--- src/rtl/sram_bw_port_arbiter.sv ---
// sram_bw_port_arbiter: round-robin two-port front end for a single-port bit-write SRAM macro,
// with zero-fill after reset/flush and held read data.
module sram_bw_port_arbiter #(
    parameter int Bits       = 128,
    parameter int Word_Depth = 64,
    parameter int Add_Width  = 6
) (
    input  logic                 clock,
    input  logic                 reset,
    input  logic                 flush,
    output logic                 init_done,
    input  logic                 s0_req_valid,
    output logic                 s0_req_ready,
    input  logic                 s0_req_write,
    input  logic [Add_Width-1:0] s0_req_addr,
    input  logic [Bits-1:0]      s0_req_wdata,
    input  logic [Bits-1:0]      s0_req_wmask,
    output logic                 s0_resp_valid,
    output logic [Bits-1:0]      s0_resp_rdata,
    input  logic                 s1_req_valid,
    output logic                 s1_req_ready,
    input  logic                 s1_req_write,
    input  logic [Add_Width-1:0] s1_req_addr,
    input  logic [Bits-1:0]      s1_req_wdata,
    input  logic [Bits-1:0]      s1_req_wmask,
    output logic                 s1_resp_valid,
    output logic [Bits-1:0]      s1_resp_rdata,
    output logic                 sram_CEN,
    output logic                 sram_WEN,
    output logic [Bits-1:0]      sram_BWEN,
    output logic [Add_Width-1:0] sram_A,
    output logic [Bits-1:0]      sram_D,
    input  logic [Bits-1:0]      sram_Q
);
    typedef enum logic {INIT, RUN} state_t;
    localparam logic [Add_Width-1:0] LAST = Add_Width'(Word_Depth - 1);

    state_t               state_q, state_d;
    logic [Add_Width-1:0] cnt_q, cnt_d;
    logic                 rr_q, rr_d;
    logic                 init_done_q, init_done_d;
    logic [1:0]           resp_valid_q, resp_valid_d;
    logic [Bits-1:0]      hold_q [2];
    logic [Bits-1:0]      hold_d [2];
    logic [1:0]           v, wr, grant;
    logic [Add_Width-1:0] ad [2];
    logic [Bits-1:0]      wd [2];
    logic [Bits-1:0]      wm [2];
    logic                 run, gi;

    assign v     = {s1_req_valid, s0_req_valid};
    assign wr    = {s1_req_write, s0_req_write};
    assign ad[0] = s0_req_addr;
    assign ad[1] = s1_req_addr;
    assign wd[0] = s0_req_wdata;
    assign wd[1] = s1_req_wdata;
    assign wm[0] = s0_req_wmask;
    assign wm[1] = s1_req_wmask;

    // rr_q=0 favours s0 on a tie; no grant while flushing or in reset
    always_comb begin
        run          = state_q == RUN && !flush && !reset;
        grant[0]     = run && v[0] && (!v[1] || !rr_q);
        grant[1]     = run && v[1] && (!v[0] || rr_q);
        gi           = grant[1];
        rr_d         = grant[0] ? 1'b1 : grant[1] ? 1'b0 : rr_q;
        resp_valid_d = grant & ~wr;
        hold_d[0]    = resp_valid_q[0] ? sram_Q : hold_q[0];
        hold_d[1]    = resp_valid_q[1] ? sram_Q : hold_q[1];
        state_d      = state_q;
        cnt_d        = cnt_q;
        init_done_d  = init_done_q;
        sram_CEN     = 1'b1;
        sram_WEN     = 1'b1;
        sram_BWEN    = '1;
        sram_A       = '0;
        sram_D       = '0;
        if (state_q == INIT) begin
            sram_CEN  = 1'b0;
            sram_WEN  = 1'b0;
            sram_BWEN = '0;
            sram_A    = cnt_q;
            cnt_d     = cnt_q + 1'b1;
            if (cnt_q == LAST) begin
                state_d     = RUN;
                init_done_d = 1'b1;
            end
        end else begin
            if (flush) begin
                state_d     = INIT;
                cnt_d       = '0;
                init_done_d = 1'b0;
            end
            if (|grant) begin
                sram_CEN  = 1'b0;
                sram_WEN  = ~wr[gi];
                sram_BWEN = wr[gi] ? ~wm[gi] : '1;
                sram_A    = ad[gi];
                sram_D    = wr[gi] ? wd[gi] : '0;
            end
        end
    end

    always_ff @(posedge clock) begin
        if (reset) begin
            state_q      <= INIT;
            cnt_q        <= '0;
            rr_q         <= 1'b0;
            init_done_q  <= 1'b0;
            resp_valid_q <= '0;
            hold_q[0]    <= '0;
            hold_q[1]    <= '0;
        end else begin
            state_q      <= state_d;
            cnt_q        <= cnt_d;
            rr_q         <= rr_d;
            init_done_q  <= init_done_d;
            resp_valid_q <= resp_valid_d;
            hold_q[0]    <= hold_d[0];
            hold_q[1]    <= hold_d[1];
        end
    end

    assign init_done     = init_done_q;
    assign s0_req_ready  = grant[0];
    assign s1_req_ready  = grant[1];
    assign s0_resp_valid = resp_valid_q[0];
    assign s1_resp_valid = resp_valid_q[1];
    assign s0_resp_rdata = resp_valid_q[0] ? sram_Q : hold_q[0];
    assign s1_resp_rdata = resp_valid_q[1] ? sram_Q : hold_q[1];
endmodule

--- config.mk ---
export PLATFORM = sky130hd
export DESIGN_NAME = sram_bw_port_arbiter
export DESIGN_NICKNAME = d
export VERILOG_FILES = /design/src/rtl/sram_bw_port_arbiter.sv
export SDC_FILE = /design/constraint.sdc
export NUM_CORES = 1
export LEC_CHECK = 0
export BUFFER_PORTS_ARGS = -buffer_cell sky130_fd_sc_hd__clkbuf_2
export CAP_MARGIN = 20
export CORE_AREA = 2 2 455 457
export DETAILED_ROUTE_END_ITERATION = 7
export DIE_AREA = 0 0 457 459
export PLACE_DENSITY = 0.32
export SETUP_SLACK_MARGIN = 0.15
export SKIP_CTS_REPAIR_TIMING = 1
export SLEW_MARGIN = 20
export SYNTH_ARGS = -nofsm -noshare
export SYNTH_HDL_FRONTEND = slang
export SYNTH_SLANG_ARGS = --single-unit
--- constraint.sdc ---
create_clock -name clock -period 4.2 [get_ports clock]
set_clock_uncertainty 0.2 [all_clocks]
set_input_delay 0.21 -clock clock [delete_from_list [all_inputs] [get_ports clock]]
set_output_delay 0.21 -clock clock [all_outputs]
set_load 0.005 [all_outputs]
==> results by group <==
Status
  • Status: completed

Logic synthesis
  • Cell count after synthesis: between 2000 and 2500
  • #FFs+latches synth: between 200 and 300
  • Yosys warns: 0
  • Synth area leaders: dfxtp_1 29%, mux2_2 16%, and2_1 8.8%
  • Sequential area share after synthesis: 29.2%
  • Synth Cell Area: approximately 0.018 mm^2
  • Netlist cell types: 37
  • Cell accounting for the most synthesized area: dfxtp_1
  • Syn_area_per_cell: 8.81 um^2
  • Net count after synthesis: about 2700
  • Post-synth top area share: 29.2%

Place
  • DP HPWL: around 120000 um
  • I/O Buffers: 1183
  • Placer Congestion: between 0.8 and 0.9
  • Placed cells: about 5700
  • Place WS: 1.06 ns

Clock network
  • CTS Root Cell: clkbuf_16
  • H-tree Lvls: 1
  • Worst-path clk slew: ~0.060 ns
  • Skew-Pair Late Insertion Delay: 0.61 ns
  • Clk sinks: around 270
  • CTS tree: done
  • Max clock buf depth: 3
  • Num CTS Buffers: 31

Hold path
  • WHS Endpoint: resp_valid_q[1]
  • Hold WC Path Type: in2reg
  • Hold Path Depth: 3
  • Hold wc startpoint: s1_req_valid

STA
  • Fin. max-slew vios: 0
  • # setup viols final: 0
  • Worst Tran Pin Value: 1.13 ns
  • TNS Setup: 0 ns
  • Tmin final: roughly 3.8 ns
  • RSZ-0062 raised after global routing: no
  • Final period util: about nine tenths
  • Max_slew headroom: 23.8%
  • Fin. Hold Viols: 0
  • Setup ws final: a little over 0.4 ns
  • Fmax: ~260 MHz

Critical path
  • Register-to-Register Path Depth: 4
  • Crit Path Max Fanout: 70
  • Arrival @ worst endpoint: about 3.4 ns
  • R2r setup slk: ~1.8 ns
  • CP endpoint kind: output pin
  • Reg2reg end: rr_q
  • Worst setup path category: in2out
  • Crit Reg-Reg Startpoint: rr_q
  • Startpoint Class: input port
  • Req. time, crit path: 3.79 ns

Routing
  • 1st-iter DRT viols: ~1600
  • 1st-pass router iterations: 7
  • Post-route DRC: 0
  • Post-DR vias/cell: around 3.9
  • Routed len/inst: about 25 um
  • Detail Route Antenna Nets: 0
  • WL final: 149000 um
  • Total number of vias: roughly 23000

Flow run
  • Max-capacitance violation count: 0

Global routing
  • Vias in the first global route: 22433
  • Antenna violations before repair: just under 60
  • First-pass GRT wire length: 198000 um
  • Remaining global-route overflow: 0
  • Total track usage: around an eighth
  • Largest net degree at the start of global routing: 130

Layout
  • Filler cells: 23803
  • Reg area: 0.00536 mm^2
  • Final Non-Filler Cells: 5938
  • Multi-input gate area: roughly 0.011 mm^2
  • Final #Nets: roughly 3800
  • Most frequent cells in the layout: 1182 x clkbuf_2, 264 x dfxtp_1, 256 x mux2_2, 256 x and2_1, 132 x dlygate4sd3_1
  • Share of layout cells above drive strength 1: between 40% and 50%
  • Layout area overhead: 62.5%
  • Commonest non-fill, non-tap cell in the layout: clkbuf_2

Floorplan
  • Die Y-Extent: between 400 and 500 um
  • Die X: around 460 um
  • Core ar.: just over 0.2 mm^2
  • Starting Density: around 9%
  • Die area: between 0.2 and 0.25 mm^2
  • IO Pins: ~1200
  • Row count: 167

Pwr
  • Leak: 0.0129 uW
  • PwrDens: 212 mW/mm^2
  • Worst VDD drop: around 0.27 mV
Yosys cell counts, drive strengths merged:
library cell and count:
clkbuf 259, o31a 128, and4 1, inv 133, nand3 3, nand4 130
a21boi 1, a31oi 3, nor2 8, o41ai 128, nor2b 7, mux2 256
or3 2, or3b 1, o21ai 7, a21oi 7, a221oi 128, and3 1
dfxtp 267, nor3 1, nand3b 1, a211oi 1, nand2b 3, a221o 5
o221ai 128, a31o 1, and2 256, buf 71, nand4b 1, ha 1
nand2 7, nor3b 1, o31ai 128, o211ai 1
registers in the layout (all words and copies together), names as in the netlist:
signal / flops
rr_q: 1
resp_valid_q: 2
state_q: 1
cnt_q: 6
hold_q: 256
init_done: 1
cells by family after synthesis:
family          synth area share (%)
compound gates                  30.7
mux                             15.8
flops                           29.2
simple gates                    14.3
fa+ha+maj                     0.0684
buf+inv                         9.90
area by class of cell:
cell class	count	share of cell area, %
clock buffers	42	2.89
clock inverters	12	0.430
multi-input cells	1346	37.8
well taps	2704	11.4
flip-flops and latches	267	18.0
diodes	24	0.202
repair buffers	1410	27.6
inverters	133	1.72
per-stage QoR:
step / hold WS [ns] / utilization, % / area, um^2 / power, uW
final: 0.0736 / 14.4 / 29700 / 6280
after global routing: 0.0503 / 14.4 / 29700 / 6600
after CTS: -0.386 / 13.8 / 28300 / 6340
after detailed placement: 0.264 / 13.3 / 27300 / 3510
after global placement: 0.262 / 13.3 / 27300 / 3510
after floorplan: 0.0816 / - / 18300 / 2930
power breakdown:
group | total (uW) | switching [uW] | internal (uW) | leakage (uW)
Sequential | 2540 | 3.38 | 2530 | 0.00215
Clock | 2710 | 1220 | 1500 | 0.000479
Combinational | 1030 | 609 | 424 | 0.0102
Total | 6280 | 1830 | 4450 | 0.0129
metal layers:
| layer | routed length (um) | up-vias | share of wire, % | GRT usage, % |
|---|---|---|---|---|
| li1 | - | 10358 | - | - |
| met1 | 63800 | 11359 | 43 | 16.7 |
| met2 | 66100 | 1232 | 44 | 21.0 |
| met3 | 15100 | 181 | 10 | 5.04 |
| met4 | 4330 | 28 | 2.9 | 3.83 |
| met5 | 173 | - | 0.12 | 0 |
worst max path at each step:
| stage | depth (start not counted) | slack, ns | startpoint | endpoint |
|---|---|---|---|---|
| after detailed placement | 5 | 1.06 | rr_q | sram_BWEN[95] |
| after global placement | 7 | 1.10 | reset | sram_BWEN[85] |
| final | 7 | 0.40 | reset | sram_BWEN[109] |
| after CTS | 5 | 0.35 | rr_q | sram_BWEN[95] |
| after global routing | 5 | 0.27 | rr_q | sram_BWEN[95] |
| after floorplan | 6 | 2.20 | state_q | sram_BWEN[113] |
worst max-delay path, cell delays in order:
cell and delay, ns:
dlygate4sd3_1 0.56, clkbuf_2 0.27, or3b_4 0.55, buf_12 0.21, o41ai_1 1.05, o221ai_1 0.23
clkbuf_2 0.17
(Power assumes the default switching activity.)
